## src/rtl/jk_fsm_array.sv

```systemverilog
// N independent two-state JK machines with a selectable j=k=1 conflict policy,
// per-channel dwell lockout, registered edge pulses and a saturating transition count.
module jk_fsm_array #(
  parameter int N         = 4,
  parameter int MIN_DWELL = 2,
  parameter int CNT_W     = 8
) (
  input  logic             sys_clk,
  input  logic             sys_rst_n,
  input  logic             en,
  input  logic             mode,
  input  logic [N-1:0]     j,
  input  logic [N-1:0]     k,
  input  logic             cnt_clr,
  output logic [N-1:0]     out,
  output logic [N-1:0]     rise,
  output logic [N-1:0]     fall,
  output logic [N-1:0]     locked,
  output logic [CNT_W-1:0] trans_cnt
);
  // Six guard bits hold a full 32-lane popcount on top of the count.
  localparam int SW = CNT_W + 6;

  logic [N-1:0]  trans;
  logic [SW-1:0] inc, sum;

  for (genvar i = 0; i < N; i++) begin : gen_lane
    jk_lane #(.MIN_DWELL(MIN_DWELL)) u_lane (
      .sys_clk  (sys_clk),
      .sys_rst_n(sys_rst_n),
      .en       (en),
      .mode     (mode),
      .j        (j[i]),
      .k        (k[i]),
      .out      (out[i]),
      .rise     (rise[i]),
      .fall     (fall[i]),
      .locked   (locked[i]),
      .trans    (trans[i])
    );
  end

  // Count transitions on the edge that makes them, so the count tracks the pulses.
  always_comb begin
    inc = '0;
    for (int i = 0; i < N; i++) inc = inc + SW'(trans[i]);
    sum = {6'b0, trans_cnt} + inc;
  end

  always_ff @(posedge sys_clk or negedge sys_rst_n) begin
    if (!sys_rst_n)                       trans_cnt <= '0;
    else if (cnt_clr)                     trans_cnt <= '0;
    else if (sum > {6'b0, {CNT_W{1'b1}}}) trans_cnt <= '1;
    else                                  trans_cnt <= sum[CNT_W-1:0];
  end
endmodule

module jk_lane #(
  parameter int MIN_DWELL = 2
) (
  input  logic sys_clk,
  input  logic sys_rst_n,
  input  logic en,
  input  logic mode,
  input  logic j,
  input  logic k,
  output logic out,
  output logic rise,
  output logic fall,
  output logic locked,
  output logic trans
);
  localparam int DW = (MIN_DWELL > 0) ? $clog2(MIN_DWELL + 1) : 1;

  typedef enum logic {OFF = 1'b0, ON = 1'b1} state_t;
  state_t        state, state_nxt;
  logic [DW-1:0] dwell;

  always_ff @(posedge sys_clk or negedge sys_rst_n) begin
    if (!sys_rst_n) state <= OFF;
    else            state <= state_nxt;
  end

  // mode=1 turns j=k=1 into a hold instead of a toggle.
  always_comb begin
    state_nxt = state;
    if (en && !locked) begin
      case (state)
        OFF:     if (j && (!k || !mode)) state_nxt = ON;
        ON:      if (k && (!j || !mode)) state_nxt = OFF;
        default: state_nxt = OFF;
      endcase
    end
  end

  assign trans  = (state_nxt != state);
  assign out    = (state == ON);
  assign locked = (dwell != '0);

  always_ff @(posedge sys_clk or negedge sys_rst_n) begin
    if (!sys_rst_n) begin
      rise  <= 1'b0;
      fall  <= 1'b0;
      dwell <= '0;
    end else begin
      rise <= trans && (state_nxt == ON);
      fall <= trans && (state_nxt == OFF);
      if (trans)                 dwell <= DW'(MIN_DWELL);
      else if (en && locked)     dwell <= dwell - DW'(1);
    end
  end
endmodule

```

## config.mk

```make
export PLATFORM = sky130hd
export DESIGN_NAME = jk_fsm_array
export DESIGN_NICKNAME = d
export VERILOG_FILES = /design/src/rtl/jk_fsm_array.sv
export SDC_FILE = /design/constraint.sdc
export NUM_CORES = 1
export LEC_CHECK = 0
export CORE_UTILIZATION = 50
export DETAILED_ROUTE_END_ITERATION = 16
export HOLD_SLACK_MARGIN = 0.03
export MAX_ROUTING_LAYER = met4
export PLACE_DENSITY = 0.8
export SLEW_MARGIN = 20
export SYNTH_ARGS = -nofsm -noshare
export SYNTH_HDL_FRONTEND = slang
export SYNTH_SLANG_ARGS = --single-unit
```

## constraint.sdc

```tcl
create_clock -name sys_clk -period 8.5 [get_ports sys_clk]
set_clock_uncertainty 0.05 [all_clocks]
set_input_delay 1.275 -clock sys_clk [delete_from_list [all_inputs] [get_ports sys_clk]]
set_output_delay 1.275 -clock sys_clk [all_outputs]
set_load 0.005 [all_outputs]
```

==> flow_metrics.py <==
metrics = {
    "setup_path": {
        "path_max_fanout": 15,
        "setup.worst_path.end_class": "flip-flop",
        "crit_family": "adder cells",
        "crit_path_max_incr_delay_ps": 700,
        "critical_path_class": "input port to flip-flop",
        "worst-path-buf-inv": 2,
        "worstPathArrival_ps": 4780,
        "required_ps": 8710,
        "path_cells": "clkdlybuf4s50_1 > nand3_1 > mux2i_1 > a211oi_1 > ha_1 > fa_1 > fa_1 > inv_1 > fa_1 > and2_4 > and4b_1 > nor3_2",
        "cp_common_cell": "fa_1",
        "startpoint_type": "input port",
        "crit_slowest_cell": "clkdlybuf4s50_1",
        "r2r_cells": 13,
        "r2r-end": "trans_cnt[6]",
        "timing.rr.start": "gen_lane[2].u_lane.dwell[0]",
        "r2r_slack_ps": 5000,
    },
    "final_layout": {
        "final_cell_area_sq_um": 1930,
        "drive_above_1_share_pct": 5.08,
        "area_growth_pct": 20.6,
        "final_net_count": 207,
        "diodes": 0,
    },
    "clock_tree": {
        "cts-resized-gates": 0,
        "htreeDepth": 1,
        "cts_root_buf": "clkbuf_4",
        "numCtsBuffers": 3,
        "cts.sinks": 28,
        "cts_tree": "built",
        "clk_latency_ps": 340,
        "clk_pin_slew_ps": 140,
        "clock_path_buffers": 2,
        "ctsHoldBuffers": 0,
        "post_cts_buffers": 0,
    },
    "placed_design": {
        "dpl_cell_area_sq_um": 1880,
        "port_buffers": 36,
        "hpwl_um": 2260,
        "gp_congestion": 0.781,
    },
    "global_route": {
        "grtUsageTotal_pct": 20.7,
        "grt_pass1_vias": 1171,
        "grt_max_degree": 29,
        "grt_overflow": 0,
        "antenna_found_initial": 0,
        "grt_first_pass_wirelength_um": 5130,
    },
    "outcome": {
        "status": "finished, final reports clean",
    },
    "floorplan": {
        "die_w_um": 58.6,
        "ioPinCount": 37,
        "dieArea_sq_um": 3430,
        "core_sq_um": 3050,
        "die_height_um": 58.6,
        "start_util_pct": 52.5,
        "std_cell_rows": 20,
    },
    "run": {
        "maxCapViolCount": 0,
    },
    "sta": {
        "max_freq_mhz": 219,
        "max_slew.worst_pin.slew_ps": 559,
        "finalSetupViolations": 0,
        "slew_headroom_pct": 62.6,
        "maxSlewViolCount": 0,
        "rsz0062_at_grt": "false",
        "timing.final.crit_share_pct": 53.7,
        "final.setup.tns_ps": 0,
        "period_needed_ps": 4570,
        "holdWs_ps": 488,
        "hold_violations": 0,
    },
    "power": {
        "irDropWorstVdd_mv": 0.126,
        "p_per_area_nw_per_um2": 304,
        "power_leakage_nw": 0.903,
    },
    "yosys": {
        "synth_nets": 185,
        "yosysUniqueCellTypes": 31,
        "syn_area_sq_um": 1600,
        "synth_edf_count": 0,
        "synth-async-reset-ratio_pct": 100,
        "ys.flop_type": "dfrtp_1",
        "synthCells": 156,
        "synth-seq-cells": 28,
        "ys_warn_count": 0,
        "synth-seq-area-share_pct": 43.8,
        "syn_area_per_cell_sq_um": 10.3,
    },
    "hold_path": {
        "hold_class": "flip-flop to flip-flop",
        "min_to": "gen_lane[0].u_lane.dwell[1]",
        "hold_depth": 2,
        "worstHoldStart": "gen_lane[0].u_lane.dwell[1]",
    },
    "routing": {
        "vias": 1126,
        "drc_errors": 0,
        "ant_nets": 0,
        "wl_per_cell_um": 13.7,
        "drtIter0Drc": 46,
        "dr.pass1.iters": 4,
        "viasPerCell": 5.10,
        "drt-total-wl_um": 3030,
    },
}
cell families (layout without fill, tap and decap cells):
kind of cell	Yosys count	count (layout)	share of synthesized area, %
DFF	28	28	43.7
xor gates and xnor gates	6	6	3.28
AOI/OAI and AO/OA	24	24	9.30
and+or+nand+nor	31	31	10.7
buffers and inverters	44	65	14.7
muxes	7	7	4.38
adders and majority gates	16	16	13.9
state kept, by name, indices dropped and copies added (netlist names):
| name | cells |
|---|---|
| gen_lane.u_lane.rise | 4 |
| gen_lane.u_lane.dwell | 8 |
| gen_lane.u_lane.fall | 4 |
| gen_lane.u_lane.out | 4 |
| trans_cnt | 8 |
tightest hold or removal path, stage by stage (launching register included):
cell and delay [ps]:
dfrtp_1 390, inv_1 70, mux2i_1 60
placed cells by master (no fill, tap or decap), types with 2 or more instances in the layout:
| cell | instances |
|---|---|
| a211oi_1 | 4 |
| a21oi_1 | 12 |
| a31oi_1 | 2 |
| and2_1 | 4 |
| clkbuf_4 | 3 |
| clkdlybuf4s50_1 | 36 |
| dfrtp_1 | 28 |
| fa_1 | 3 |
| ha_1 | 13 |
| inv_1 | 24 |
| mux2i_1 | 7 |
| nand2_1 | 9 |
| nand3_1 | 8 |
| nor3_1 | 2 |
| o21ai_0 | 2 |
| xnor2_1 | 5 |
area by class of cell:
| class | instances | area [sq um] |
|---|---|---|
| inverter | 24 | 90.1 |
| multi-input combinational | 84 | 666 |
| fill | 268 | 1120 |
| clock buffer | 3 | 22.5 |
| timing repair buffer | 37 | 368 |
| tap | 44 | 55.1 |
| sequential | 28 | 701 |
| clock inverter | 1 | 30.0 |
worst max-delay path by stage:
stage               start            to  slack [ps]  cells past startpoint
finish                 en  trans_cnt[6]        3930                     12
global route           en  trans_cnt[6]        3780                     12
CTS                    en  trans_cnt[6]        3950                     12
detailed placement     en  trans_cnt[6]        3620                     12
global placement       en  trans_cnt[6]        3800                     12
floorplan            mode  trans_cnt[6]        4420                     13
routing by layer:
layer / vias to the layer above / track usage [%] / share of wire (%)
met5: - / - / 0
met4: 0 / 7.14 / 1.4
met3: 6 / 3.30 / 3.7
met2: 28 / 37.3 / 54
met1: 550 / 23.2 / 41
li1: 542 / - / -
stage by stage:
step / instances / worst slack, ps / utilization [%] / power [mW]
global placement: 217 / 3800 / 61.6 / 0.490
CTS: 221 / 3950 / 63.3 / 0.596
global route: 221 / 3780 / 63.3 / 0.643
finish: 221 / 3930 / 63.3 / 0.587
detailed placement: 217 / 3620 / 61.6 / 0.506
floorplan: 156 / 4420 / - / 0.420
synth_stat cells (all sizes together) (3+ instances only):
| cell type | instances | area, sq um |
|---|---|---|
| a211oi | 4 | 30.0 |
| a21oi | 12 | 60.1 |
| and2 | 5 | 33.8 |
| buf | 20 | 145 |
| dfrtp | 28 | 701 |
| fa | 3 | 60.1 |
| ha | 13 | 163 |
| inv | 24 | 90.1 |
| mux2i | 7 | 70.1 |
| nand2 | 9 | 33.8 |
| nand3 | 8 | 40.0 |
| nor3 | 3 | 20.0 |
| xnor2 | 5 | 43.8 |
power breakdown:
part           internal, mW  switching [mW]  total, mW
combinational         0.160           0.138      0.298
sequential            0.176          0.0262      0.202
clock                0.0478          0.0397     0.0875
Note: power is estimated with default switching activity, not from simulation.
